[config.mk]
export PLATFORM = sky130hd
export DESIGN_NAME = phy_tx_serializer
export DESIGN_NICKNAME = d
export VERILOG_FILES = /design/src/rtl/phy_tx_serializer.sv
export SDC_FILE = /design/constraint.sdc
export NUM_CORES = 1
export LEC_CHECK = 0
export CELL_PAD_IN_SITES_DETAIL_PLACEMENT = 0
export CELL_PAD_IN_SITES_GLOBAL_PLACEMENT = 1
export CORE_MARGIN = 2
export CORE_UTILIZATION = 49
export DETAILED_ROUTE_END_ITERATION = 8
export PLACE_DENSITY_LB_ADDON = 0.1
export SYNTH_ARGS = -nofsm -noshare
export SYNTH_HDL_FRONTEND = slang
export SYNTH_SLANG_ARGS = --single-unit
[constraint.sdc]
create_clock -name clk_32f -period 7.2 [get_ports clk_32f]
set_input_delay 1.44 -clock clk_32f [delete_from_list [all_inputs] [get_ports clk_32f]]
set_output_delay 1.44 -clock clk_32f [all_outputs]
set_load 0.05 [all_outputs]
[src/rtl/phy_tx_serializer.sv]
// Byte-to-serial transmitter for the PHY link.
// After reset it sends SYNC_SYMS comma symbols (0xBC). It then sends buffered
// bytes MSB first, or an idle comma when the buffer is empty. A small FIFO
// decouples the byte producer from the 8-cycle symbol cadence.
//
//   state   | meaning
//   --------+---------------------------------------------------------------
//   ST_SYNC | sending the post-reset comma train; bytes are buffered only
//   ST_RUN  | each symbol is the FIFO head if one is present, else idle comma
module phy_tx_serializer #(
    parameter int SYNC_SYMS  = 4,
    parameter int FIFO_DEPTH = 4
) (
    input  logic       clk_32f,
    input  logic       reset,
    input  logic [7:0] data_in,
    input  logic       valid_in,
    output logic       ready_out,
    output logic       data_out,
    output logic       sym_start,
    output logic       data_flag,
    output logic       active
);

    localparam int PTR_W  = (FIFO_DEPTH > 2) ? $clog2(FIFO_DEPTH) : 1;
    localparam int CNT_W  = $clog2(FIFO_DEPTH + 1);
    localparam int SYNC_W = (SYNC_SYMS < 1) ? 1 : $clog2(SYNC_SYMS + 1);
    localparam logic [7:0] COMMA = 8'hBC;

    typedef enum logic {ST_SYNC, ST_RUN} state_t;

    state_t             state_q, state_d;
    logic [SYNC_W-1:0]  sync_left_q, sync_left_d;
    logic [2:0]         bits_left_q, bits_left_d;
    logic [6:0]         shift_q, shift_d;
    logic               data_out_q, data_out_d;
    logic               sym_start_q, sym_start_d;
    logic               data_flag_q, data_flag_d;
    logic               active_q, active_d;
    logic [PTR_W-1:0]   wr_ptr_q, wr_ptr_d;
    logic [PTR_W-1:0]   rd_ptr_q, rd_ptr_d;
    logic [CNT_W-1:0]   count_q, count_d;
    logic [7:0]         mem_q [FIFO_DEPTH];

    logic       boundary;
    logic       run_rules;
    logic       push;
    logic       pop;
    logic [7:0] sym;

    // Handshake and symbol-boundary decode. bits_left_q is cleared by reset,
    // which makes the first edge after release a boundary.
    always_comb begin
        ready_out = reset && (count_q < CNT_W'(FIFO_DEPTH));
        boundary  = (bits_left_q == 3'd0);
        // The symbol that ends the comma train is already chosen as in RUN.
        run_rules = (state_q == ST_RUN) || (sync_left_q == '0);
        push      = valid_in && ready_out;
        pop       = boundary && run_rules && (count_q != '0);
    end

    // Next-state: symbol selection, serializer shift, FSM and FIFO bookkeeping.
    always_comb begin
        state_d     = state_q;
        sync_left_d = sync_left_q;
        bits_left_d = bits_left_q - 3'd1;
        shift_d     = {shift_q[5:0], 1'b0};
        data_out_d  = shift_q[6];
        sym_start_d = 1'b0;
        data_flag_d = data_flag_q;
        active_d    = active_q;
        sym         = COMMA;
        wr_ptr_d    = wr_ptr_q;
        rd_ptr_d    = rd_ptr_q;
        count_d     = count_q;

        if (boundary) begin
            bits_left_d = 3'd7;
            if (state_q == ST_SYNC) begin
                if (sync_left_q == '0) begin
                    state_d  = ST_RUN;
                    active_d = 1'b1;
                end else begin
                    sync_left_d = sync_left_q - SYNC_W'(1);
                end
            end
            if (pop) begin
                sym = mem_q[rd_ptr_q];
            end
            data_flag_d = pop;
            data_out_d  = sym[7];
            shift_d     = sym[6:0];
            sym_start_d = 1'b1;
        end

        if (push) begin
            wr_ptr_d = wr_ptr_q + PTR_W'(1);
        end
        if (pop) begin
            rd_ptr_d = rd_ptr_q + PTR_W'(1);
        end
        case ({push, pop})
            2'b10:   count_d = count_q + CNT_W'(1);
            2'b01:   count_d = count_q - CNT_W'(1);
            default: count_d = count_q;
        endcase
    end

    // State and output registers with synchronous active-low reset.
    always_ff @(posedge clk_32f) begin
        if (!reset) begin
            state_q     <= ST_SYNC;
            sync_left_q <= SYNC_W'(SYNC_SYMS);
            bits_left_q <= 3'd0;
            shift_q     <= '0;
            data_out_q  <= 1'b0;
            sym_start_q <= 1'b0;
            data_flag_q <= 1'b0;
            active_q    <= 1'b0;
            wr_ptr_q    <= '0;
            rd_ptr_q    <= '0;
            count_q     <= '0;
        end else begin
            state_q     <= state_d;
            sync_left_q <= sync_left_d;
            bits_left_q <= bits_left_d;
            shift_q     <= shift_d;
            data_out_q  <= data_out_d;
            sym_start_q <= sym_start_d;
            data_flag_q <= data_flag_d;
            active_q    <= active_d;
            wr_ptr_q    <= wr_ptr_d;
            rd_ptr_q    <= rd_ptr_d;
            count_q     <= count_d;
        end
    end

    // FIFO storage; contents need no reset because the pointers and count do.
    always_ff @(posedge clk_32f) begin
        if (push) begin
            mem_q[wr_ptr_q] <= data_in;
        end
    end

    assign data_out  = data_out_q;
    assign sym_start = sym_start_q;
    assign data_flag = data_flag_q;
    assign active    = active_q;

endmodule

==> impl_metrics.ini <==
[outcome]
status = complete, no violations

[die]
ioPinCount = 16
die_area_um2 = 5380
core-area_um2 = 4690
start_util = 0.502
die_h_um = 73.4
fp-row-count = 25
die_w_um = 73.4

[placement]
io_buffers = 15
dp_hpwl_um = 2580
gp_congestion = 0.819

[logic_synthesis]
async_flop_share = 0
synth_ff_type = edfxtp_1
avgSynthCellArea_um2 = 14.5
synth_compound_area_frac = 0.0658
yosysUniqueCellTypes = 38
synthAdderAreaFrac = 0.0563
synth_top_family_by_area = simple AND/OR/NAND/NOR gates
ys_seq_area_frac = 0.637
syn_area_um2 = 2360
synth-xor-area-share = 0.0149
synthMuxAreaShare = 0.0839
syn_inst = 163
synth_edf_count = 32
ys.warnings.count = 0
syn-num-nets = 184
synthSimpleGateAreaFrac = 0.100
synth_seq_cells = 59

[sta]
hold_viol = 0
fin_crit_sh = 0.726
whs_ns = 0.438
period_needed_ns = 5.23
timing.slew.headroom = 0.632
skew_ns = 0.00708
setup_tns_ns = 0
tightest_slew_ns = 0.548
setup_violations = 0
fmax_mhz = 191
rsz0062_at_grt = false
maxSlewViolCount = 0

[min_path]
min-delay-start = bits_left_q[0]
hold_end = bits_left_q[0]
worstHoldPathCells = 1
hp-class = flip-flop to flip-flop

[routing]
drt_wl_total_um = 3840
drt-wirelength-per-cell_um = 15.9
post_drt_via_cell_ratio = 5.37
ant_nets = 0
drc_errors = 0
first_pass_iters = 6
drtIter0Drc = 58
vias = 1294

[clocking]
postCtsSetupRepairBufs = 0
cts_tree = built
cts.clk_slew.worst_paths_ns = 0.07
numCtsBuffers = 9
cts_buffer_depth = 2
clock_sinks = 59
htreeDepth = 3
insertion_delay_ns = 0.33
postCtsResizedCells = 0
cts_root_buffer = clkbuf_8
cts_hold_buf = 0

[power_and_ir_drop]
swShare = 0.226
max-vdd-ir-drop_uv = 162
leakage_nw = 0.969
combPwrFrac = 0.119
power.switching_w = 0.000189
p_int_w = 0.000647
p_clk_frac = 0.417
p_per_area_nw_per_um2 = 303
seqPwrFrac = 0.464

[worst_setup_path]
slowest_stage = clkdlybuf4s50_1
worstRegToRegCells = 11
crit_top_cell = clkdlybuf4s50_1
r2r_end = count_q[2]
required_ns = 5.76
critPathMaxFanout = 19
worstPathArrival_ns = 3.79
cp-start-kind = input pin
path_cells = clkdlybuf4s50_1 > clkinv_1 > nor2_1 > clkdlybuf4s50_1
rrSetupSlack_ns = 4.50
r2r_start = bits_left_q[0]
critical-path-max-stage-delay_ns = 0.83
crit_type = input pin to output port
critPathCaptureType = output port

[global_routing]
grt_pass1_wl_um = 6150
grt_util_all_layers = 0.162
antenna_found_initial = 0
grt_overflow_total = 0
grt_pass1_vias = 1300
grt_max_degree = 20

[layout]
layout.nets = 203
area_growth_syn_to_layout_pct = 17.3
n_antenna_cell = 0
layout-drive-gt1-share = 0.150
final_cell_mix = 32 x edfxtp_1, 27 x dfxtp_1, 15 x clkdlybuf4s50_1
final_common_cell = edfxtp_1

[job]
maxCapViolations = 0
==> cells by family after synthesis <==
family | count (synthesis)
AO/OA/AOI/OAI | 22
flip-flops | 59
buffers and inverters | 22
adder cells (fa/ha/maj) | 10
XOR/XNOR | 4
multiplexers | 9
AND/OR/NAND/NOR | 37
==> cell type report <==
class | instances | area [um2]
clock buffer | 10 | 128
clock inverter | 6 | 104
fill | 371 | 1930
inverter | 15 | 56.3
multi-input combinational | 82 | 757
sequential | 59 | 1500
tap | 54 | 67.6
timing repair buffer | 15 | 150
==> per-stage QoR <==
stage / setup slack [ns] / total power [W] / util / cells / cell area [um2]
6_report: 1.97 / 0.000836 / 0.589 / 241 / 2760
5_1_grt: 1.80 / 0.000873 / 0.589 / 241 / 2760
4_1_cts: 1.97 / 0.000845 / 0.589 / 241 / 2760
3_5_place_dp: 1.98 / 0.000496 / 0.540 / 225 / 2530
3_3_place_gp: 2.04 / 0.000490 / 0.540 / 225 / 2530
2_1_floorplan: 3.10 / 0.000469 / - / 163 / 2360
==> per-layer routing <==
metal  global-route usage  vias to the layer above  routed length [um]
li1                     -                      632                   -
met4               0.0768                        0                  36
met5                    0                        -                   0
met1                0.191                      630                1740
met3               0.0658                        4                 143
met2                0.259                       28                1920
==> power groups by stage <==
stage / logic (W) / registers [W] / clock network [W]
2_1_floorplan: 0.0000694 / 0.000400 / 0
3_3_place_gp: 0.0000962 / 0.000394 / 0
4_1_cts: 0.000101 / 0.000388 / 0.000356
3_5_place_dp: 0.000101 / 0.000395 / 0
6_report: 0.0000995 / 0.000388 / 0.000349
5_1_grt: 0.000110 / 0.000390 / 0.000372
==> Yosys cell counts, types with 2 or more instances <==
cell type	count	area [um2]
a211oi_1	2	15.0
xnor2_1	2	17.5
xor2_1	2	17.5
ha_1	9	113
nand2_1	5	18.8
and2_1	4	25.0
nor2_1	11	41.3
inv_1	14	52.6
a21oi_1	10	50.1
nand2b_1	3	18.8
mux4_2	6	135
nand4_1	3	18.8
o221a_1	5	56.3
nor3_1	2	10.0
o31ai_1	2	15.0
buf_2	3	15.0
dfxtp_1	27	541
mux4_1	2	52.6
edfxtp_1	32	961
==> state kept, by name, summed over array words and instances, names as in the netlist, named ones only <==
name / count
data_out: 1
count_q: 3
state_q: 1
data_flag: 1
shift_q: 7
sym_start: 1
bits_left_q: 3
rd_ptr_q: 2
wr_ptr_q: 2
sync_left_q: 3
active: 1
mem_q: 32
==> worst max path at each step <==
stage,startpoint,endpoint
after floorplan,reset,ready_out
after global placement,reset,ready_out
after detailed placement,reset,ready_out
after CTS,reset,ready_out
after global routing,reset,ready_out
final,reset,ready_out
==> worst max-delay path, delay by kind of cell <==
| family | cells | cell delay (ns) |
|---|---|---|
| and+or+nand+nor | 1 | 0.23 |
| buffers and inverters | 3 | 2.11 |
(Power assumes the default switching activity.)
